**config.mk**
```make
export PLATFORM = sky130hd
export DESIGN_NAME = muldiv_unit
export DESIGN_NICKNAME = d
export VERILOG_FILES = /design/src/rtl/muldiv_unit.sv
export SDC_FILE = /design/constraint.sdc
export NUM_CORES = 1
export LEC_CHECK = 0
export CAP_MARGIN = 40
export CORE_MARGIN = 2
export CORE_UTILIZATION = 50
export DETAILED_ROUTE_END_ITERATION = 10
export GPL_TIMING_DRIVEN = 0
export PLACE_DENSITY = 0.72
export RECOVER_POWER = 50
export SYNTH_ARGS = -nofsm -noshare
export SYNTH_HDL_FRONTEND = slang
export SYNTH_SLANG_ARGS = --single-unit
```
**constraint.sdc**
```tcl
create_clock -name clock -period 4.6 [get_ports clock]
set_clock_uncertainty 0.15 [all_clocks]
set_input_delay 0.46 -clock clock [delete_from_list [all_inputs] [get_ports clock]]
set_output_delay 0.46 -clock clock [all_outputs]
set_load 0.02 [all_outputs]
```
**src/rtl/muldiv_unit.sv**
```systemverilog
// muldiv_unit: iterative 16-bit unsigned multiply / divide unit.
// Produces one result bit per clock over 16 cycles. The result is then
// written back to the register file through WR/WD/RegWrite for a single cycle.
module muldiv_unit #(
    parameter int WIDTH = 16,
    parameter int ADDR  = 2
) (
    input  logic             clock,
    input  logic             reset_n,
    input  logic             start,
    input  logic             op,
    input  logic [WIDTH-1:0] a,
    input  logic [WIDTH-1:0] b,
    input  logic [ADDR-1:0]  dest,
    output logic             busy,
    output logic             done,
    output logic [ADDR-1:0]  WR,
    output logic [WIDTH-1:0] WD,
    output logic             RegWrite
);

    typedef enum logic [1:0] {
        IDLE = 2'd0,
        RUN  = 2'd1,
        WB   = 2'd2
    } state_t;

    state_t state, state_next;

    logic             op_r;
    logic [ADDR-1:0]  dest_r;
    logic [WIDTH-1:0] a_r;      // multiplicand (shifts left) / dividend (shifts out MSB-first)
    logic [WIDTH-1:0] b_r;      // multiplier (shifts right) / divisor (static)
    logic [WIDTH-1:0] acc;      // product accumulator / quotient
    logic [WIDTH-1:0] rem;      // partial remainder; always < divisor, so its top bit is implicit 0
    logic [4:0]       cnt;

    logic [WIDTH-1:0] mul_sum;
    logic [WIDTH:0]   rem_shift;
    logic [WIDTH:0]   diff;
    logic             qbit;
    logic [WIDTH-1:0] rem_next;
    logic [WIDTH-1:0] res_next;
    logic             last_iter;

    // State register
    always_ff @(posedge clock or negedge reset_n) begin
        if (!reset_n) begin
            state <= IDLE;
        end else begin
            state <= state_next;
        end
    end

    // Next-state logic
    always_comb begin
        state_next = state;
        case (state)
            IDLE:    if (start) state_next = RUN;
            RUN:     if (last_iter) state_next = WB;
            WB:      state_next = IDLE;
            default: state_next = IDLE;
        endcase
    end

    // Output decode: derived only from the state register, so no input-to-output paths
    always_comb begin
        busy     = 1'b0;
        done     = 1'b0;
        RegWrite = 1'b0;
        case (state)
            RUN: busy = 1'b1;
            WB: begin
                busy     = 1'b1;
                done     = 1'b1;
                RegWrite = 1'b1;
            end
            default: ;
        endcase
    end

    // One iteration step: shift-add for multiply, restoring trial subtract for divide
    always_comb begin
        last_iter = (cnt == 5'd15);
        mul_sum   = acc + (b_r[0] ? a_r : '0);
        rem_shift = {rem, a_r[WIDTH-1]};
        diff      = rem_shift - {1'b0, b_r};
        qbit      = ~diff[WIDTH];
        rem_next  = qbit ? diff[WIDTH-1:0] : rem_shift[WIDTH-1:0];
        res_next  = op_r ? {acc[WIDTH-2:0], qbit} : mul_sum;
    end

    // Datapath registers and registered write-back port
    always_ff @(posedge clock or negedge reset_n) begin
        if (!reset_n) begin
            op_r   <= 1'b0;
            dest_r <= '0;
            a_r    <= '0;
            b_r    <= '0;
            acc    <= '0;
            rem    <= '0;
            cnt    <= '0;
            WR     <= '0;
            WD     <= '0;
        end else begin
            case (state)
                IDLE: begin
                    if (start) begin
                        op_r   <= op;
                        dest_r <= dest;
                        a_r    <= a;
                        b_r    <= b;
                        acc    <= '0;
                        rem    <= '0;
                        cnt    <= '0;
                    end
                end
                RUN: begin
                    cnt <= cnt + 5'd1;
                    acc <= res_next;
                    a_r <= {a_r[WIDTH-2:0], 1'b0};
                    if (op_r) begin
                        rem <= rem_next;
                    end else begin
                        b_r <= {1'b0, b_r[WIDTH-1:1]};
                    end
                    // Load the write-back port with the final bit folded in, so WD is valid in WB
                    if (last_iter) begin
                        WR <= dest_r;
                        WD <= res_next;
                    end
                end
                default: ;
            endcase
        end
    end

endmodule
```
# After elaboration in Yosys (flattened, before gate mapping)
# Cells that the tools add are included.
[totals]
elab_cells = 49
in_bits = 38
output_inout_bits = 21
regBits = 92
[op_classes]
mux = 19
reduce_logical = 9
add_sub_neg = 3
bitwise = 1
eq_ne = 7
[op_table]
columns = ["operator", "count"]
rows = [
  ["16-bit two-way mux", 8],
  ["16-bit case mux with 2 select lines", 4],
  ["17-bit by 16-bit subtractor with 17-bit output", 1],
  ["16-bit adder", 1],
  ["5-bit case mux with 2 select lines", 1],
  ["2-bit != test (second input constant)", 4],
  ["2-bit AND reduction", 4],
  ["3-bit AND reduction", 2],
  ["5-bit by 1-bit adder with 5-bit output (second input constant)", 1],
  ["5-bit by 4-bit == test with 1-bit output (second input constant)", 1],
  ["5-bit two-way mux", 1],
  ["2-bit two-way mux", 2],
  ["2-bit case mux with 2 select lines", 1],
  ["2-bit by 1-bit == test with 1-bit output (second input constant)", 1],
  ["2-bit == test (second input constant)", 1],
  ["2-bit zero test", 1],
  ["1-bit two-way mux", 2],
  ["2-bit nonzero test", 1],
  ["2-bit OR reduction", 1],
  ["1-bit inverter", 1],
]

# Depth between registers and ports, before layout
[depth]
word_depth = 4
depth_mapped = 12
mapped_depth_nobuf = 11

# Worst setup path before layout
# No wires, ideal clock.
[synth_timing]
path_kind = "reg-to-reg"
start = "register b_r[0]"
end = "register acc[14]"
setup_ns = 0.130
period_less_slack_ns = 2.789
setup_slack_ns = 1.811
required_time_ns = 4.320
path_buffers = 0
arrival_time_ns = 2.509
stages_incl_launch_ff = 11
path_cell_list = "dfrtp_1 -> and2_1 -> ha_1 -> fa_1 -> a211oi_1 -> o21bai_1 -> a21oi_1 -> o21ai_0 -> a221oi_1 -> xnor2_1 -> o21ai_0"
[synth_between]
elab_chain_cells = 4
[synth_rtl]
columns = ["element", "line_no", "rtl"]
rows = [
  ["from (decl)", "33", "logic [WIDTH-1:0] b_r;"],
  ["from (signal assigned)", "125", "b_r <= {1'b0, b_r[WIDTH-1:1]};"],
  ["16-bit two-way mux", "85", "mul_sum = acc + (b_r[0] ? a_r : '0);"],
  ["16-bit adder", "85", ""],
  ["16-bit two-way mux", "90", "res_next = op_r ? {acc[WIDTH-2:0], qbit} : mul_sum;"],
  ["16-bit case mux with 2 select lines", "106", "case (state)"],
  ["to (signal assigned)", "120", "acc <= res_next;"],
  ["to (decl)", "34", "logic [WIDTH-1:0] acc;"],
]
# Every way passes these cells.
# A chain may end at the register's enable or synchronous reset.

# Final worst setup path
# Ends and elaborated chain as after synthesis.

==> impl_metrics.yaml <==
min_path:
  hold_path_depth: 2
  min_path_type: "flop to flop"
  hold_path_end: "WD[5]"
  holdCritStartpoint: "WD[5]"
clocking:
  htree_levels: 3
  cts_resized: 0
  post_cts_buffers: 0
  cts_buffer_depth: 2
  clkSlewWorstSetupHoldPaths_ns: 0.07
  cts_buffers: 9
  clock_latency_ns: 0.35
  cts_tree: "done"
  cts_root_buffer: "clkbuf_16"
  cts_hold_buf: 0
  clock_sinks: 92
critical_path:
  r2r-end: "acc[14]"
  cp-end-kind: "flop"
  worstPathMaxFanout: 9
  crit_type: "flop to flop"
  cp_slowest_stage_delay_ns: 0.51
  path_delay_family: "compound AO/OA/AOI/OAI gates"
  path_cells: "and2_1 > ha_1 > fa_1 > a211oi_1 > o21bai_1 > a21oi_1 > o21ai_0 > a221oi_1 > xnor2_1 > o21ai_0"
  reg2regPathDepth: 10
  required_ns: 4.67
  critPathMostFrequentCell: "o21ai_0"
  path_buf_inv: 0
  r2r_slack_ns: 1.26
  cp.arrival_ns: 3.41
  cp_slowest_cell: "dfrtp_1"
  r2r_start: "b_r[0]"
  start_kind: "flop"
floorplan:
  die_w_um: 112.0
  initial_core_util: 0.5103
  die-area_um2: 12530
  core_um2: 11420
  io_pins: 59
  rows: 39
  die_y_um: 112.0
drt:
  drc: 0
  drt-initial-drc-count: 277
  vias_per_cell: 5.815
  first_pass_iters: 5
  ant_nets: 0
  vias: 4972
  routed_wl_um: 14900
  wire_per_inst_um: 17.43
timing:
  fin_crit_ns: 3.335
  max_slew_margin: -1.070
  drv_slew: 56
  finalSetupViolCount: 0
  rsz0062_at_grt: "false"
  fmax_mhz: 299.8
  worst_slew_pin_slew_ns: 3.106
  finalCritPeriodShare: 0.7250
  finalHoldViolCount: 0
layout:
  nFillCells: 1035
  syn_to_final_growth_pct: 19.28
  final_layout_size_suffix_gt1_frac: 0.05056
  n_antenna_cell: 0
  nNetsFinal: 785
  finish.utilization: 0.6087
  final_cells: 855
power:
  pwr-share-seq: 0.291
  pwr-share-comb: 0.514
  clockPowerShare: 0.195
  pwr_density_cell_nw_per_um2: 642.5
  vdd_ir_drop_max_v: 0.0003616
  switchingPower_w: 0.001950
  p_sw_frac: 0.4366
  power_leakage_nw: 3.234
  intPower_w: 0.002516
grt:
  grt_overflow: 0
  grt_util_all_layers: 0.2447
  grt_pass1_wl_um: 24590
  antenna_found_initial: 0
  grt_pass1_vias: 5054
  grt_max_degree: 57
yosys:
  avgSynthCellArea_um2: 9.147
  ys_ff_latch: 92
  ys.flop_type: "dfrtp_1"
  netlist_area_um2: 5827
  syn_inst: 637
  netlist.area_leader.share: 0.3951
  synth_nets: 715
  yosys.area.top_type: "dfrtp_1"
  synth_edf_count: 0
  synthArstFlopShare: 1.000
  synth_cell_type_count: 55
  synth_area_leaders: "dfrtp_1, ha_1, mux2i_1"
  synth_warnings: 0
  yosysSeqAreaShare: 0.3951
placement:
  place_hpwl_um: 11420
  gp_congestion: 0.8703
  dp_cells: 839
  io_buffers: 58
job:
  max_cap_violations: 1
outcome:
  violations: "max-capacitance violations, max-slew violations"
  outcome: "finished, violations left"
==> cell usage in the layout (no fill, tap or decap), drive strengths merged, types with 3 or more instances in the layout <==
cell	instances
o21ai	75
a211o	3
inv	31
ha	38
nand2b	3
a211oi	3
dfrtp	92
o31ai	3
a31oi	7
dlygate4sd3	7
a21oi	44
nor2	35
nand2	80
nor3	5
o21a	7
a22oi	7
o21bai	3
nand4	5
clkbuf	34
a221oi	3
mux2	9
and2	16
o221ai	3
clkdlybuf4s50	50
and3	4
xor2	8
xnor2	14
bufinv	3
buf	9
nand3	11
a21o	16
a22o	5
nor2b	3
mux2i	47
o211ai	5
==> sequential cells by signal, indices dropped and copies added, names as in the netlist <==
register,flops
WD,16
a_r,16
acc,16
b_r,16
rem,16
cnt,5
WR,2
dest_r,2
state,2
op_r,1
==> synth_stat cells, types with 7 or more instances <==
| library cell | count |
|---|---|
| a31oi_1 | 7 |
| xnor2_1 | 13 |
| mux2i_1 | 47 |
| and2_1 | 16 |
| o21ai_1 | 10 |
| dfrtp_1 | 92 |
| clkbuf_1 | 23 |
| ha_1 | 38 |
| mux2_2 | 9 |
| o21ai_0 | 64 |
| nand3_1 | 11 |
| o21a_1 | 7 |
| a22oi_1 | 7 |
| a21o_1 | 16 |
| nor2_1 | 35 |
| nand2_1 | 80 |
| inv_1 | 31 |
| xor2_1 | 8 |
| a21oi_1 | 44 |
==> power groups by stage <==
stage	clock network [W]	logic, W	registers (W)
final	0.000871	0.00230	0.00130
after CTS	0.000884	0.00230	0.00130
after global placement	0	0.00221	0.00130
after detailed placement	0	0.00228	0.00131
after global routing	0.000909	0.00258	0.00133
after floorplan	0	0.00171	0.00124
==> metrics by stage <==
step	setup TNS [ns]	total power, W	cell area [um2]	hold slack, ns	worst slack (ns)
after floorplan	0	0.002948	5827	0.01441	1.811
after global placement	-42.24	0.003504	6586	0.3175	-0.4657
after detailed placement	0	0.003597	6604	0.3211	1.303
after CTS	0	0.004480	6954	0.04497	1.271
after global routing	0	0.004828	6950	0.3417	0.9132
final	0	0.004465	6950	0.3265	1.265
==> cell families after synthesis <==
family	after synthesis	share of synthesized area
simple gates	167	0.1276
mux	56	0.09813
compound gates	198	0.2139
xor+xnor	22	0.03436
buf+inv	62	0.04252
flops	92	0.3951
fa+ha+maj	40	0.08847
==> layer usage <==
metal,global-route usage,up-vias,part of all wire
met5,0,-,0
li1,-,2419,-
met3,0.03212,27,0.048
met4,0.1000,0,0.031
met1,0.3018,2385,0.42
met2,0.4339,141,0.50
==> worst max path at each step <==
stage	startpoint	to	depth (start not counted)
detailed placement	b_r[0]	WD[14]	10
global placement	reset_n	WD[13]	1
CTS	b_r[0]	WD[14]	10
floorplan	b_r[0]	acc[14]	10
global route	reset_n	a_r[12]	1
finish	b_r[0]	acc[14]	10
==> final cells by class <==
type	count	area (um2)	area share
plain buffers	31	131.4	0.01890
clock buffers	10	239.0	0.03438
clock inverters	6	111.4	0.01602
inverters	31	116.4	0.01674
multi-input cells	483	3277	0.4715
flip-flops and latches	92	2302	0.3312
well taps	143	178.9	0.02574
repair buffers	59	594.3	0.08551
==> worst min-delay path: stages (launching register included) <==
cell and delay [ns]:
dfrtp_1 0.34, nand2_1 0.04, o21ai_0 0.06
No activity file was read; power rests on OpenSTA's default activity.
